<file path="src/rtl/mem_arb_pkg.sv">
// Shared types and constants for the memory port arbiter.
// Combinational helpers only, so no latency and no backpressure.
package mem_arb_pkg;

    localparam logic REQ_I   = 1'b0;
    localparam logic REQ_D   = 1'b1;
    localparam int   BANK_HI = 2;
    localparam int   BANK_LO = 1;

    typedef enum logic {
        PRI_I = 1'b0,
        PRI_D = 1'b1
    } pri_state_t;

    // One return-pipeline slot: whether a read is in flight and who owns it.
    typedef struct packed {
        logic vld;
        logic owner;
    } ret_ent_t;

    function automatic logic [1:0] bank_of(input logic [15:0] addr);
        return addr[BANK_HI:BANK_LO];
    endfunction

endpackage

</file>
<file path="src/rtl/mem_port_arbiter_if.sv">
// Bundles both requester ports and the shared memory port of the arbiter.
// Wires only, so no latency; requests are held by the requester until granted.
interface mem_port_arbiter_if;

    logic        i_req,    d_req;
    logic        i_wr,     d_wr;
    logic [15:0] i_addr,   d_addr;
    logic [15:0] i_wdata,  d_wdata;
    logic        i_gnt,    d_gnt;
    logic        i_rvalid, d_rvalid;
    logic [15:0] i_rdata,  d_rdata;
    logic        i_err,    d_err;

    logic [15:0] m_addr;
    logic [15:0] m_data_in;
    logic        m_wr;
    logic        m_rd;
    logic [15:0] m_data_out;
    logic        m_stall;
    logic [3:0]  m_busy;
    logic        m_err;

    // slave is the arbiter's view; master is the caches plus memory around it.
    modport slave (
        input  i_req, d_req, i_wr, d_wr, i_addr, d_addr, i_wdata, d_wdata,
        input  m_data_out, m_stall, m_busy, m_err,
        output i_gnt, d_gnt, i_rvalid, d_rvalid, i_rdata, d_rdata, i_err, d_err,
        output m_addr, m_data_in, m_wr, m_rd
    );

    modport master (
        output i_req, d_req, i_wr, d_wr, i_addr, d_addr, i_wdata, d_wdata,
        output m_data_out, m_stall, m_busy, m_err,
        input  i_gnt, d_gnt, i_rvalid, d_rvalid, i_rdata, d_rdata, i_err, d_err,
        input  m_addr, m_data_in, m_wr, m_rd
    );

endinterface

</file>
<file path="src/rtl/arb_ret_pipe.sv">
// Fixed-depth shift register of {valid, owner} tags for in-flight reads.
// DEPTH cycles from push to tail; never stalls, one push per cycle.
module arb_ret_pipe
    import mem_arb_pkg::*;
#(
    parameter int DEPTH = 2
) (
    input  logic     clk,
    input  logic     rst,
    input  ret_ent_t i_push,
    output ret_ent_t o_tail
);

    ret_ent_t [DEPTH:0] w_stage;

    assign w_stage[0] = i_push;

    for (genvar g = 0; g < DEPTH; g++) begin : g_stage
        dff #(.W($bits(ret_ent_t))) u_dff (
            .clk (clk),
            .rst (rst),
            .i_d (w_stage[g]),
            .o_q (w_stage[g+1])
        );
    end

    assign o_tail = w_stage[DEPTH];

endmodule

</file>
<file path="src/rtl/dff.sv">
// Generic register cell with asynchronous active-high reset.
// One cycle latency; no backpressure.
module dff #(
    parameter int           W       = 1,
    parameter logic [W-1:0] RST_VAL = '0
) (
    input  logic         clk,
    input  logic         rst,
    input  logic [W-1:0] i_d,
    output logic [W-1:0] o_q
);

    always_ff @(posedge clk or posedge rst) begin
        if (rst) o_q <= RST_VAL;
        else     o_q <= i_d;
    end

endmodule

</file>
<file path="src/rtl/mem_port_arbiter.sv">
// Arbitrates icache/dcache onto one memory port: 0-cycle grant, reads return after RD_LAT.
// Blocked requesters hold req; MAX_WAIT forces a win. ARB_DCACHE_PRI_EN pins ties to dcache.
module mem_port_arbiter
    import mem_arb_pkg::*;
#(
    parameter int RD_LAT   = 2,
    parameter int MAX_WAIT = 7
) (
    input  logic               clk,
    input  logic               rst,
    mem_port_arbiter_if.slave  bus
);

    localparam logic [3:0] MAX_W = 4'(MAX_WAIT);
`ifdef ARB_DCACHE_PRI_EN
    localparam pri_state_t PRI_RST = PRI_D;
`else
    localparam pri_state_t PRI_RST = PRI_I;
`endif

    pri_state_t  r_pri_state, w_pri_next;
    logic [3:0]  r_i_wait, r_d_wait, w_i_wait_nxt, w_d_wait_nxt;
    logic        w_i_elig, w_d_elig, w_i_force, w_d_force;
    logic        w_issue, w_winner, w_sel_wr;
    logic        w_i_ret, w_d_ret;
    ret_ent_t    w_push, w_tail;

    assign w_i_elig  = bus.i_req & ~bus.m_stall & ~bus.m_busy[bank_of(bus.i_addr)];
    assign w_d_elig  = bus.d_req & ~bus.m_stall & ~bus.m_busy[bank_of(bus.d_addr)];
    assign w_i_force = w_i_elig & (r_i_wait == MAX_W);
    assign w_d_force = w_d_elig & (r_d_wait == MAX_W);

    // A lone starving requester overrides priority; two starving ones fall back to it.
    always_comb begin
        w_issue  = 1'b0;
        w_winner = REQ_I;
        if (!rst) begin
            if (w_i_force && !w_d_force) begin
                w_issue  = 1'b1;
                w_winner = REQ_I;
            end else if (w_d_force && !w_i_force) begin
                w_issue  = 1'b1;
                w_winner = REQ_D;
            end else if (w_i_elig && w_d_elig) begin
                w_issue  = 1'b1;
                w_winner = (r_pri_state == PRI_D) ? REQ_D : REQ_I;
            end else if (w_i_elig) begin
                w_issue  = 1'b1;
                w_winner = REQ_I;
            end else if (w_d_elig) begin
                w_issue  = 1'b1;
                w_winner = REQ_D;
            end
        end
    end

    always_ff @(posedge clk or posedge rst) begin
        if (rst) r_pri_state <= PRI_RST;
        else     r_pri_state <= w_pri_next;
    end

    always_comb begin
        w_pri_next = r_pri_state;
`ifdef ARB_DCACHE_PRI_EN
        w_pri_next = PRI_D;
`else
        if (w_issue) w_pri_next = (w_winner == REQ_I) ? PRI_D : PRI_I;
`endif
    end

    always_comb begin
        w_i_wait_nxt = 4'd0;
        w_d_wait_nxt = 4'd0;
        if (bus.i_req && !(w_issue && w_winner == REQ_I))
            w_i_wait_nxt = (r_i_wait == MAX_W) ? r_i_wait : r_i_wait + 4'd1;
        if (bus.d_req && !(w_issue && w_winner == REQ_D))
            w_d_wait_nxt = (r_d_wait == MAX_W) ? r_d_wait : r_d_wait + 4'd1;
    end

    always_ff @(posedge clk or posedge rst) begin
        if (rst) begin
            r_i_wait <= 4'd0;
            r_d_wait <= 4'd0;
        end else begin
            r_i_wait <= w_i_wait_nxt;
            r_d_wait <= w_d_wait_nxt;
        end
    end

    assign w_sel_wr      = (w_winner == REQ_D) ? bus.d_wr : bus.i_wr;
    assign bus.i_gnt     = w_issue & (w_winner == REQ_I);
    assign bus.d_gnt     = w_issue & (w_winner == REQ_D);
    assign bus.m_addr    = !w_issue ? 16'd0 : (w_winner == REQ_D) ? bus.d_addr  : bus.i_addr;
    assign bus.m_data_in = !w_issue ? 16'd0 : (w_winner == REQ_D) ? bus.d_wdata : bus.i_wdata;
    assign bus.m_wr      = w_issue &  w_sel_wr;
    assign bus.m_rd      = w_issue & ~w_sel_wr;

    assign w_push = '{vld: w_issue & ~w_sel_wr, owner: w_winner};

    arb_ret_pipe #(.DEPTH(RD_LAT)) u_ret_pipe (
        .clk    (clk),
        .rst    (rst),
        .i_push (w_push),
        .o_tail (w_tail)
    );

    assign w_i_ret      = w_tail.vld & (w_tail.owner == REQ_I);
    assign w_d_ret      = w_tail.vld & (w_tail.owner == REQ_D);
    assign bus.i_rvalid = w_i_ret;
    assign bus.d_rvalid = w_d_ret;
    assign bus.i_rdata  = w_i_ret ? bus.m_data_out : 16'd0;
    assign bus.d_rdata  = w_d_ret ? bus.m_data_out : 16'd0;
    // An error in a cycle that both issues and returns pulses both owners.
    assign bus.i_err    = bus.m_err & (bus.i_gnt | w_i_ret);
    assign bus.d_err    = bus.m_err & (bus.d_gnt | w_d_ret);

endmodule

</file>
<file path="src/flat_wrapper.sv">
// flat-port wrapper written by rule: the top's interface ports become plain ports
module mem_port_arbiter_flat import mem_arb_pkg::*;
#(
    parameter int RD_LAT   = 2,
    parameter int MAX_WAIT = 7
)
  (clk, rst, bus_i_req, bus_d_req, bus_i_wr, bus_d_wr, bus_i_addr, bus_d_addr, bus_i_wdata, bus_d_wdata, bus_m_data_out, bus_m_stall, bus_m_busy, bus_m_err, bus_i_gnt, bus_d_gnt, bus_i_rvalid, bus_d_rvalid, bus_i_rdata, bus_d_rdata, bus_i_err, bus_d_err, bus_m_addr, bus_m_data_in, bus_m_wr, bus_m_rd);
  mem_port_arbiter_if bus_i ();
  input  logic clk;
  input  logic rst;
  input wire logic [$bits(bus_i.i_req)-1:0] bus_i_req;
  input wire logic [$bits(bus_i.d_req)-1:0] bus_d_req;
  input wire logic [$bits(bus_i.i_wr)-1:0] bus_i_wr;
  input wire logic [$bits(bus_i.d_wr)-1:0] bus_d_wr;
  input wire logic [$bits(bus_i.i_addr)-1:0] bus_i_addr;
  input wire logic [$bits(bus_i.d_addr)-1:0] bus_d_addr;
  input wire logic [$bits(bus_i.i_wdata)-1:0] bus_i_wdata;
  input wire logic [$bits(bus_i.d_wdata)-1:0] bus_d_wdata;
  input wire logic [$bits(bus_i.m_data_out)-1:0] bus_m_data_out;
  input wire logic [$bits(bus_i.m_stall)-1:0] bus_m_stall;
  input wire logic [$bits(bus_i.m_busy)-1:0] bus_m_busy;
  input wire logic [$bits(bus_i.m_err)-1:0] bus_m_err;
  output wire logic [$bits(bus_i.i_gnt)-1:0] bus_i_gnt;
  output wire logic [$bits(bus_i.d_gnt)-1:0] bus_d_gnt;
  output wire logic [$bits(bus_i.i_rvalid)-1:0] bus_i_rvalid;
  output wire logic [$bits(bus_i.d_rvalid)-1:0] bus_d_rvalid;
  output wire logic [$bits(bus_i.i_rdata)-1:0] bus_i_rdata;
  output wire logic [$bits(bus_i.d_rdata)-1:0] bus_d_rdata;
  output wire logic [$bits(bus_i.i_err)-1:0] bus_i_err;
  output wire logic [$bits(bus_i.d_err)-1:0] bus_d_err;
  output wire logic [$bits(bus_i.m_addr)-1:0] bus_m_addr;
  output wire logic [$bits(bus_i.m_data_in)-1:0] bus_m_data_in;
  output wire logic [$bits(bus_i.m_wr)-1:0] bus_m_wr;
  output wire logic [$bits(bus_i.m_rd)-1:0] bus_m_rd;
  assign bus_i.i_req = bus_i_req;
  assign bus_i.d_req = bus_d_req;
  assign bus_i.i_wr = bus_i_wr;
  assign bus_i.d_wr = bus_d_wr;
  assign bus_i.i_addr = bus_i_addr;
  assign bus_i.d_addr = bus_d_addr;
  assign bus_i.i_wdata = bus_i_wdata;
  assign bus_i.d_wdata = bus_d_wdata;
  assign bus_i.m_data_out = bus_m_data_out;
  assign bus_i.m_stall = bus_m_stall;
  assign bus_i.m_busy = bus_m_busy;
  assign bus_i.m_err = bus_m_err;
  assign bus_i_gnt = bus_i.i_gnt;
  assign bus_d_gnt = bus_i.d_gnt;
  assign bus_i_rvalid = bus_i.i_rvalid;
  assign bus_d_rvalid = bus_i.d_rvalid;
  assign bus_i_rdata = bus_i.i_rdata;
  assign bus_d_rdata = bus_i.d_rdata;
  assign bus_i_err = bus_i.i_err;
  assign bus_d_err = bus_i.d_err;
  assign bus_m_addr = bus_i.m_addr;
  assign bus_m_data_in = bus_i.m_data_in;
  assign bus_m_wr = bus_i.m_wr;
  assign bus_m_rd = bus_i.m_rd;
  mem_port_arbiter #(.RD_LAT(RD_LAT), .MAX_WAIT(MAX_WAIT)) u_core (.clk(clk), .rst(rst), .bus(bus_i));
endmodule
</file>
<file path="config.mk">
export PLATFORM = sky130hd
export DESIGN_NAME = mem_port_arbiter_flat
export DESIGN_NICKNAME = d
export VERILOG_FILES = /design/src/rtl/mem_arb_pkg.sv /design/src/rtl/mem_port_arbiter_if.sv /design/src/rtl/arb_ret_pipe.sv /design/src/rtl/dff.sv /design/src/rtl/mem_port_arbiter.sv /design/src/flat_wrapper.sv
export SDC_FILE = /design/constraint.sdc
export NUM_CORES = 1
export LEC_CHECK = 0
export CAP_MARGIN = 20
export CORE_MARGIN = 2
export CORE_UTILIZATION = 30
export DETAILED_ROUTE_END_ITERATION = 8
export PLACE_DENSITY = 0.79
export REMOVE_ABC_BUFFERS = 1
export SLEW_MARGIN = 10
export SYNTH_ARGS = -nofsm -noshare
export SYNTH_HDL_FRONTEND = slang
export SYNTH_HIERARCHICAL = 1
export SYNTH_SLANG_ARGS = --single-unit
</file>
<file path="constraint.sdc">
create_clock -name clk -period 3.8 [get_ports clk]
set_input_delay 0.76 -clock clk [delete_from_list [all_inputs] [get_ports clk]]
set_output_delay 0.76 -clock clk [all_outputs]
set_load 0.02 [all_outputs]
</file>
==> results.sh, run 1 <==
export IMPL_status="finished clean"
export IMPL_clkSinkCount=13
export IMPL_holdCritPathClass="reg -> reg"
export IMPL_nFillCells=507
export IMPL_worstPathRequired_ns=3.04
export IMPL_yosys_warnings=6
export IMPL_boundaryPins=164
export IMPL_num_rows=28
export IMPL_routed_wl_um=7980
export IMPL_hpwl_um=6000
export IMPL_dpl_instance_area_mm2=0.00356
export IMPL_p_leak_nw=1.86
export IMPL_netlist_instances=233
export IMPL_drive_gt1_share_pct=8.18
export IMPL_crit_path_start_kind="input port"
export IMPL_yosys_top_cells_count="o211ai_1 (66), a21oi_1 (35), and2_1 (19)"
export IMPL_synth_flop_cell="dfrtp_1"
export IMPL_clock_path_buffers=2
export IMPL_synth_top_cell_area_share_pct=27.9
export IMPL_pwr_density_cell_mw_per_mm2=184
export IMPL_diodes=0
export IMPL_drcViolationCount=0
export IMPL_fp_dieH_um=81.0
export IMPL_wl_met1_um=3360
export IMPL_p_int_mw=0.415
export IMPL_place_worst_setup_slack_ns=-0.0312
export IMPL_max_freq_mhz=269
export IMPL_dr_wl_met3_um=462
export IMPL_final_cell_area_mm2=0.00371
export IMPL_critPathArrivalTime_ns=2.96
export IMPL_worstMarginPinSlew_ns=0.472
export IMPL_drtPass1Iterations=4
export IMPL_core_mm2=0.00582
export IMPL_grt_max_degree=36
export IMPL_die_x_um=81.0
export IMPL_finalSetupViolCount=0
export IMPL_finalClockSkew_ns=0.00511
export IMPL_seqPwrFrac_pct=23.4
export IMPL_max_cap_viol_count=0
export IMPL_slew_limit_headroom_pct=68.5
export IMPL_netlist_area_mm2=0.00178
export IMPL_dpl_cell_count=460
export IMPL_clk_latency_ns=0.25
export IMPL_fin_crit_sh_pct=97.9
export IMPL_antenna_found_initial=0
export IMPL_port_buffers=163
export IMPL_peakVddDrop_v=0.000262
export IMPL_vias=2522
export IMPL_globalRouteOverflowTotal=0
export IMPL_wl_per_cell_um=17.1
export IMPL_finalCriticalPeriod_ns=3.72
export IMPL_finalPower_mw=0.682
export IMPL_switching_share_pct=39.2
export IMPL_ant_nets=0
export IMPL_finalWorstSetupSlack_ns=0.0814
export IMPL_place_congestion=0.762
export IMPL_fin_nets=486
export IMPL_synth_edf_count=0
export IMPL_synth_async_reset_ratio_pct=100
export IMPL_syn_to_final_growth_pct=109
export IMPL_p_clk_share_pct=18.4
export IMPL_netlist_top_cells_area="o211ai_1 (28%), dfrtp_1 (18%), a21oi_1 (9.9%)"
export IMPL_p_sw_mw=0.268
export IMPL_hold_ws_ns=0.345
export IMPL_ys_seq_area_share_pct=18.3
export IMPL_slew_viol_final=0
export IMPL_syn_area_per_cell_um2=7.63
export IMPL_drt_iter0_drc=156
export IMPL_synth_most_common_cell="o211ai_1"
export IMPL_fin_cells=466
export IMPL_first_global_vias=2200
export IMPL_final_util_pct=63.9
export IMPL_cts_root_buf="clkbuf_8"
export IMPL_cts_buffers=3
export IMPL_synth_seq_cells=13
export IMPL_comb_power_share_pct=58.2
export IMPL_top_layer_used="met4"
export IMPL_grt_pass1_wl_um=11500
export IMPL_start_util_pct=30.6
export IMPL_wl_met2_um=4150
export IMPL_viasPerCell=5.41
export IMPL_crit_type="in -> out"
export IMPL_finalHoldViolCount=0
export IMPL_finalSetupTns_ns=0
export IMPL_grtUsageTotal_pct=21.9
export IMPL_endpoint_kind="output pin"
export IMPL_htree_levels=1
export IMPL_cts_tree="yes"
export IMPL_die_area_mm2=0.00655
export IMPL_synth_top_area_cell="o211ai_1"
export IMPL_cp_max_fo=3
export IMPL_synth_distinct_cells=31
export IMPL_path_clk_slew_ns=0.06
registers in the layout (all words and copies together), names as in the netlist:
register	cells
u_core/r_i_wait	4
u_core/r_d_wait	4
u_core/u_ret_pipe/g_stage.u_dff/o_q	4
u_core/r_pri_state	1
final cells by class:
| class | instances | area, µm² | share of cell area (%) |
|---|---|---|---|
| tap | 75 | 93.8 | 2.53 |
| sequential | 13 | 325 | 8.76 |
| inverter | 4 | 15.0 | 0.404 |
| clock buffer | 4 | 45.0 | 1.21 |
| timing repair buffer | 181 | 1900 | 51.2 |
| multi-input combinational | 189 | 1330 | 35.9 |
final timing paths:
| path | start | endpoint | slack [ns] | cells past startpoint |
|---|---|---|---|---|
| max in group asynchronous | rst | u_core/r_d_wait[0] | 2.66 | 2 |
| min in group asynchronous | rst | u_core/u_ret_pipe/g_stage[1].u_dff/o_q[0] | 0.74 | 2 |
| setup / recovery | bus_i_addr[1] | bus_d_err | 0.08 | 7 |
| setup reg to reg | u_core/r_i_wait[0] | u_core/r_d_wait[1] | 1.66 | 6 |
| hold / removal | u_core/u_ret_pipe/g_stage[0].u_dff/o_q[0] | u_core/u_ret_pipe/g_stage[1].u_dff/o_q[0] | 0.35 | 0 |
| hold reg to reg | u_core/u_ret_pipe/g_stage[0].u_dff/o_q[0] | u_core/u_ret_pipe/g_stage[1].u_dff/o_q[0] | 0.35 | 0 |
metal layers:
| layer | GRT usage [%] | vias up |
|---|---|---|
| li1 | - | 1222 |
| met1 | 29.3 | 1224 |
| met2 | 38.3 | 74 |
| met3 | 3.11 | 2 |
| met4 | 2.54 | 0 |
| met5 | 0 | - |
power by group through the flow:
stage | sequential, mW | combinational, mW | clock (mW)
final | 0.160 | 0.397 | 0.125
after global routing | 0.161 | 0.421 | 0.132
after CTS | 0.159 | 0.390 | 0.129
after detailed placement | 0.162 | 0.387 | 0
after global placement | 0.161 | 0.380 | 0
after floorplan | 0.158 | 0.170 | 0
repair_timing:
item | 4_1_cts | 5_1_grt
endpoints found under the setup margin | 7 | 32
hold buffers | 0 | 0
pin swaps | 0 | 2
resized for setup | 8 | 33
setup buffers | 0 | 2
cell usage in the layout, fill, tap and decap left out, types with 3 or more instances in the layout:
cell	Yosys	routed
a21oi_1	35	35
and2_1	19	19
and3_1	18	18
buf_12	0	5
buf_4	0	12
clkbuf_8	0	3
clkdlybuf4s50_1	0	128
dfrtp_1	13	13
dlygate4sd2_1	0	5
dlymetal6s2s_1	0	30
inv_1	4	4
mux2i_2	0	4
nand3_1	4	4
nor2_1	4	4
nor2b_1	4	4
nor3b_1	4	4
o211ai_1	66	66
critical path, cell delays in order:
cell	delay (ns)
clkdlybuf4s50_1	0.49
mux2i_2	0.22
a22o_1	0.28
buf_4	0.17
a211oi_4	0.26
o21a_1	0.17
clkdlybuf4s50_1	0.61
cells by family after synthesis:
| kind of cell | count (synthesis) | synth area share (%) |
|---|---|---|
| AO/OA/AOI/OAI | 114 | 45.4 |
| AND/OR/NAND/NOR | 63 | 21.6 |
| buffers and inverters | 31 | 7.68 |
| flip-flops | 13 | 18.3 |
| multiplexers | 6 | 3.38 |
| adder cells (fa/ha/maj) | 4 | 2.68 |
| XOR/XNOR | 2 | 0.986 |
Power figures use the tool's default switching activity.
==> run 2, diff against run 1 <==
--- a/config.mk
+++ b/config.mk
@@ -7,9 +7,9 @@
 export LEC_CHECK = 0
 export CAP_MARGIN = 20
 export CORE_MARGIN = 2
-export CORE_UTILIZATION = 30
+export CORE_UTILIZATION = 34
 export DETAILED_ROUTE_END_ITERATION = 8
-export PLACE_DENSITY = 0.79
+export PLACE_DENSITY = 0.88
 export REMOVE_ABC_BUFFERS = 1
 export SLEW_MARGIN = 10
 export SYNTH_ARGS = -nofsm -noshare
==> run 2 against run 1 <==
Effect of this change: setup slack got worse by 0.0047 ns; routed wire length rose by 0.35%; worst hold slack improved by 0.0022 ns; global-route usage rose by 3.4 points; final cell count fell by 0.86%; critical path depth did not move; die area fell by 11%; clock power barely moved; largest power group unchanged.
==> results.sh, run 2 (same netlist as run 1, synthesis figures left out) <==
export IMPL_status="finished clean"
export IMPL_start_util_pct=35.0
export IMPL_slew_limit_headroom_pct=68.8
export IMPL_drcViolationCount=0
export IMPL_boundaryPins=164
export IMPL_worstPathRequired_ns=3.04
export IMPL_grt_max_degree=32
export IMPL_rsz0062_at_grt="no"
export IMPL_num_rows=26
export IMPL_crit_path_top_delay_cell="clkdlybuf4s50_1"
export IMPL_grt_pass1_wl_um=12300
export IMPL_diodes=0
export IMPL_finalClockSkew_ns=0.00423
export IMPL_die_area_mm2=0.00582
export IMPL_path_cells="clkdlybuf4s50_1 > mux2i_2 > a22oi_2 > buf_4 > a211oi_4 > o21a_1 > clkdlybuf4s50_1"
export IMPL_cts_buffers=3
export IMPL_routed_wl_um=8010
export IMPL_worstMarginPinSlew_ns=0.467
export IMPL_final_cell_area_mm2=0.00370
export IMPL_crit_path_start_kind="input port"
export IMPL_vias=2514
export IMPL_dpl_cell_count=457
export IMPL_top_regs="u_core/r_d_wait x4, u_core/r_i_wait x4, u_core/u_ret_pipe/g_stage.u_dff/o_q x4"
export IMPL_htree_levels=1
export IMPL_cp_max_fo=4
export IMPL_grtUsageTotal_pct=25.3
export IMPL_critPathArrivalTime_ns=2.96
export IMPL_cts_tree="yes"
export IMPL_finalCriticalPeriod_ns=3.72
export IMPL_cts_hold_buf=0
export IMPL_pwr_density_cell_mw_per_mm2=182
export IMPL_fin_nets=487
export IMPL_max_stage_delay_ns=0.60
export IMPL_cts_root_buf="clkbuf_8"
export IMPL_finalPower_mw=0.675
export IMPL_fin_cells=462
export IMPL_hpwl_um=5950
export IMPL_max_freq_mhz=269
export IMPL_finalSetupViolCount=0
export IMPL_max_cap_viol_count=0
export IMPL_wl_per_cell_um=17.3
export IMPL_drive_gt1_share_pct=8.42
export IMPL_core_mm2=0.00507
export IMPL_globalRouteOverflowTotal=0
export IMPL_cp_top_family="buffers and inverters"
export IMPL_slew_viol_final=0
export IMPL_viasPerCell=5.44
export IMPL_port_buffers=163
export IMPL_endpoint_kind="output pin"
export IMPL_clk_latency_ns=0.25
export IMPL_p_leak_nw=1.91
export IMPL_clkSinkCount=13
export IMPL_peakVddDrop_v=0.000218
export IMPL_final_cell_mix="clkdlybuf4s50_1 (128), o211ai_1 (66), a21oi_1 (35), dlymetal6s2s_1 (34), and2_1 (19)"
export IMPL_final_util_pct=73.0
export IMPL_path_buf_inv=3
export IMPL_nFillCells=376
export IMPL_regArea_um2=325
export IMPL_path_clk_slew_ns=0.06
export IMPL_first_global_vias=2371
export IMPL_ant_nets=0
export IMPL_dpl_instance_area_mm2=0.00355
export IMPL_finalHoldViolCount=0
export IMPL_fin_crit_sh_pct=98.0
export IMPL_antenna_found_initial=0
export IMPL_place_congestion=0.948
export IMPL_syn_to_final_growth_pct=109
export IMPL_drtPass1Iterations=4
export IMPL_cpMostUsedCell="clkdlybuf4s50_1"
export IMPL_clock_path_buffers=2
export IMPL_drt_iter0_drc=150
export IMPL_multi_input_area_mm2=0.00133
export IMPL_fp_dieH_um=76.3
export IMPL_mostFrequentLayoutCell="clkdlybuf4s50_1"
export IMPL_crit_type="in -> out"
export IMPL_die_x_um=76.3
export IMPL_holdCritPathClass="reg -> reg"
-- run 2: layout make-up --
class	count	area share (%)
tap	70	2.36
clock buffer	4	1.22
multi-input combinational	189	36.0
inverter	4	0.405
sequential	13	8.78
timing repair buffer	182	51.3
-- run 2: worst paths after layout --
path	start	endpoint	slack, ns	cells after the start
setup / recovery	bus_i_addr[1]	bus_i_err	0.08	7
hold / removal	u_core/u_ret_pipe/g_stage[0].u_dff/o_q[0]	u_core/u_ret_pipe/g_stage[1].u_dff/o_q[0]	0.35	0
setup reg to reg	u_core/r_d_wait[0]	u_core/r_i_wait[2]	1.68	6
hold reg to reg	u_core/u_ret_pipe/g_stage[0].u_dff/o_q[0]	u_core/u_ret_pipe/g_stage[1].u_dff/o_q[0]	0.35	0
max in group asynchronous	rst	u_core/r_d_wait[1]	2.65	2
min in group asynchronous	rst	u_core/u_ret_pipe/g_stage[0].u_dff/o_q[0]	0.77	2
-- run 2: metal layers --
metal	track usage [%]	vias up	wire length [µm]
li1	-	1227	-
met1	33.3	1172	3430
met2	44.0	102	4050
met3	2.49	13	376
met4	7.09	0	146
met5	0	-	0
-- run 2: what timing repair did --
action,in CTS,in global routing
gates resized for setup,3,38
hold endpoints to repair,0,0
pin swaps,0,1
buffers inserted,0,1
setup endpoints to repair,5,35
-- run 2: power breakdown --
| group | leakage (nW) | internal [mW] | switching [mW] |
|---|---|---|---|
| Clock | 0.0228 | 0.0742 | 0.0522 |
| Combinational | 1.71 | 0.188 | 0.200 |
| Sequential | 0.173 | 0.149 | 0.0114 |
-- run 2: worst register-to-register path, delay by kind of cell (launching register included) --
family          cells  cell delay, ns
flops               1            0.41
buf+inv             1            0.18
compound gates      1            0.33
fa+ha+maj           2            0.77
simple gates        2            0.32
-- run 2: through the flow --
stage               hold WS [ns]  worst slack, ns   TNS, ns
global route               0.358         0.000670         0
detailed placement         0.337         -0.00632  -0.00632
global placement           0.333          0.00964         0
CTS                        0.349         0.000161         0
finish                     0.347           0.0767         0
floorplan                  0.331            0.640         0
==> run 3, diff against run 2 <==
--- a/config.mk
+++ b/config.mk
@@ -6,10 +6,9 @@
 export NUM_CORES = 1
 export LEC_CHECK = 0
 export CAP_MARGIN = 20
-export CORE_MARGIN = 2
 export CORE_UTILIZATION = 34
 export DETAILED_ROUTE_END_ITERATION = 8
-export PLACE_DENSITY = 0.88
+export PLACE_DENSITY = 0.91
 export REMOVE_ABC_BUFFERS = 1
 export SLEW_MARGIN = 10
 export SYNTH_ARGS = -nofsm -noshare
==> run 3 against run 2 <==
Effect of this change: count of clock-buffer cells in the layout down 1; clock power about the same; global-route usage increased by 0.52 points; cell area decreased by 1.8%; total power is 1.7% lower; fmax is 1.1% lower; highest routed layer unchanged.
==> results.sh, run 3 (same netlist as run 1, synthesis figures left out) <==
export IMPL_seqPwrFrac_pct=24.0
export IMPL_cts_buffers=3
export IMPL_p_sw_mw=0.262
export IMPL_status="finished clean"
export IMPL_finalHoldViolCount=0
export IMPL_globalRouteOverflowTotal=0
export IMPL_vias=2523
export IMPL_max_cap_viol_count=0
export IMPL_htree_levels=1
export IMPL_cp_max_fo=9
export IMPL_switching_share_pct=39.5
export IMPL_cts_hold_buf=0
export IMPL_grt_max_degree=32
export IMPL_core_mm2=0.00488
export IMPL_grtUsageTotal_pct=25.8
export IMPL_slew_limit_headroom_pct=38.1
export IMPL_finalPower_mw=0.663
export IMPL_place_congestion=0.809
export IMPL_worstMarginPinSlew_ns=0.926
export IMPL_num_rows=25
export IMPL_dpl_cell_count=451
export IMPL_first_global_vias=2307
export IMPL_crit_path_start_kind="input port"
export IMPL_final_cell_mix="clkdlybuf4s50_1 (129), o211ai_1 (66), a21oi_1 (35), dlymetal6s2s_1 (27), and2_1 (19)"
export IMPL_clkSinkCount=13
export IMPL_clock_path_buffers=2
export IMPL_path_clk_slew_ns=0.05
export IMPL_fin_cells=455
export IMPL_ant_nets=0
export IMPL_finalCriticalPeriod_ns=3.77
export IMPL_clk_latency_ns=0.25
export IMPL_critPathArrivalTime_ns=3.01
export IMPL_cts_root_buf="clkbuf_8"
export IMPL_dpl_instance_area_mm2=0.00351
export IMPL_pwr_density_cell_mw_per_mm2=182
export IMPL_final_cell_area_mm2=0.00364
export IMPL_fin_crit_sh_pct=99.1
export IMPL_hpwl_um=5820
export IMPL_finalSetupViolCount=0
export IMPL_routed_wl_um=7770
export IMPL_port_buffers=163
export IMPL_drive_gt1_share_pct=8.25
export IMPL_multi_input_area_mm2=0.00133
export IMPL_hold_ws_ns=0.350
export IMPL_p_leak_nw=1.79
export IMPL_regArea_um2=325
export IMPL_top_regs="u_core/r_d_wait x4, u_core/r_i_wait x4, u_core/u_ret_pipe/g_stage.u_dff/o_q x4"
export IMPL_fp_dieH_um=74.3
export IMPL_die_area_mm2=0.00552
export IMPL_crit_type="in -> out"
export IMPL_cts_tree="yes"
export IMPL_die_x_um=74.3
export IMPL_antenna_found_initial=0
export IMPL_endpoint_kind="output pin"
export IMPL_boundaryPins=164
export IMPL_peakVddDrop_v=0.000224
export IMPL_rsz0062_at_grt="yes"
export IMPL_drt_iter0_drc=159
export IMPL_max_freq_mhz=266
export IMPL_syn_to_final_growth_pct=105
export IMPL_mostFrequentLayoutCell="clkdlybuf4s50_1"
export IMPL_viasPerCell=5.55
export IMPL_drcViolationCount=0
export IMPL_fin_nets=483
export IMPL_worstPathRequired_ns=3.04
export IMPL_drtPass1Iterations=4
export IMPL_start_util_pct=36.4
export IMPL_p_clk_share_pct=18.9
export IMPL_wl_per_cell_um=17.1
export IMPL_nFillCells=395
export IMPL_comb_power_share_pct=57.1
export IMPL_p_int_mw=0.401
export IMPL_diodes=0
export IMPL_holdCritPathClass="reg -> reg"
export IMPL_cts_setup_buffers=0
export IMPL_grt_pass1_wl_um=11200
export IMPL_finalClockSkew_ns=0.00519
export IMPL_slew_viol_final=0
==> run 3: metal layers <==
metal  vias to the layer above  track usage (%)  share of wire [%]
li1                       1225                -                  -
met1                      1175             33.2                 40
met2                       111             45.4                 52
met3                        12             3.52                6.5
met4                         0             6.92                1.3
met5                         -                0                  0
==> run 3: worst paths after layout <==
| check | startpoint | endpoint | slack (ns) | cells after the start |
|---|---|---|---|---|
| setup reg to reg | u_core/r_i_wait[0] | u_core/r_d_wait[1] | 1.77 | 6 |
| setup / recovery | bus_d_addr[1] | bus_m_addr[6] | 0.03 | 7 |
| hold / removal | u_core/u_ret_pipe/g_stage[0].u_dff/o_q[0] | u_core/u_ret_pipe/g_stage[1].u_dff/o_q[0] | 0.35 | 0 |
| min in group asynchronous | rst | u_core/u_ret_pipe/g_stage[0].u_dff/o_q[1] | 0.74 | 2 |
| hold reg to reg | u_core/u_ret_pipe/g_stage[0].u_dff/o_q[0] | u_core/u_ret_pipe/g_stage[1].u_dff/o_q[0] | 0.35 | 0 |
| max in group asynchronous | rst | u_core/r_i_wait[3] | 2.68 | 2 |
==> run 3: layout make-up <==
| class | count | area share [%] |
|---|---|---|
| multi-input combinational | 189 | 36.6 |
| tap | 67 | 2.30 |
| clock inverter | 1 | 0.138 |
| clock buffer | 3 | 1.13 |
| sequential | 13 | 8.94 |
| timing repair buffer | 178 | 50.4 |
| inverter | 4 | 0.413 |
==> run 3: critical path, stage by stage <==
cell             delay [ns]
clkdlybuf4s50_1        0.57
mux2i_2                0.33
a22o_1                 0.25
buf_4                  0.18
o211ai_1               0.10
a21oi_1                0.17
clkdlybuf4s50_1        0.64
==> run 3: timing repair <==
action,in CTS,in global routing
pin swaps,1,1
resized for setup,9,33
endpoints found under the setup margin,9,30
cloned,0,0
==> run 3: power by group through the flow <==
stage / logic [mW] / registers, mW / clock network (mW)
finish: 0.379 / 0.159 / 0.125
global route: 0.407 / 0.161 / 0.137
CTS: 0.375 / 0.159 / 0.129
detailed placement: 0.375 / 0.162 / 0
global placement: 0.370 / 0.161 / 0
floorplan: 0.170 / 0.158 / 0
==> run 3: per-stage QoR <==
step / setup WS, ns / utilization, % / setup TNS, ns
after floorplan: 0.640 / - / 0
after global placement: 0.0536 / 71.9 / 0
after detailed placement: -0.0195 / 71.9 / -0.0505
after CTS: 0.000586 / 72.8 / 0
after global routing: -0.0780 / 74.6 / -0.106
final: 0.0349 / 74.6 / 0
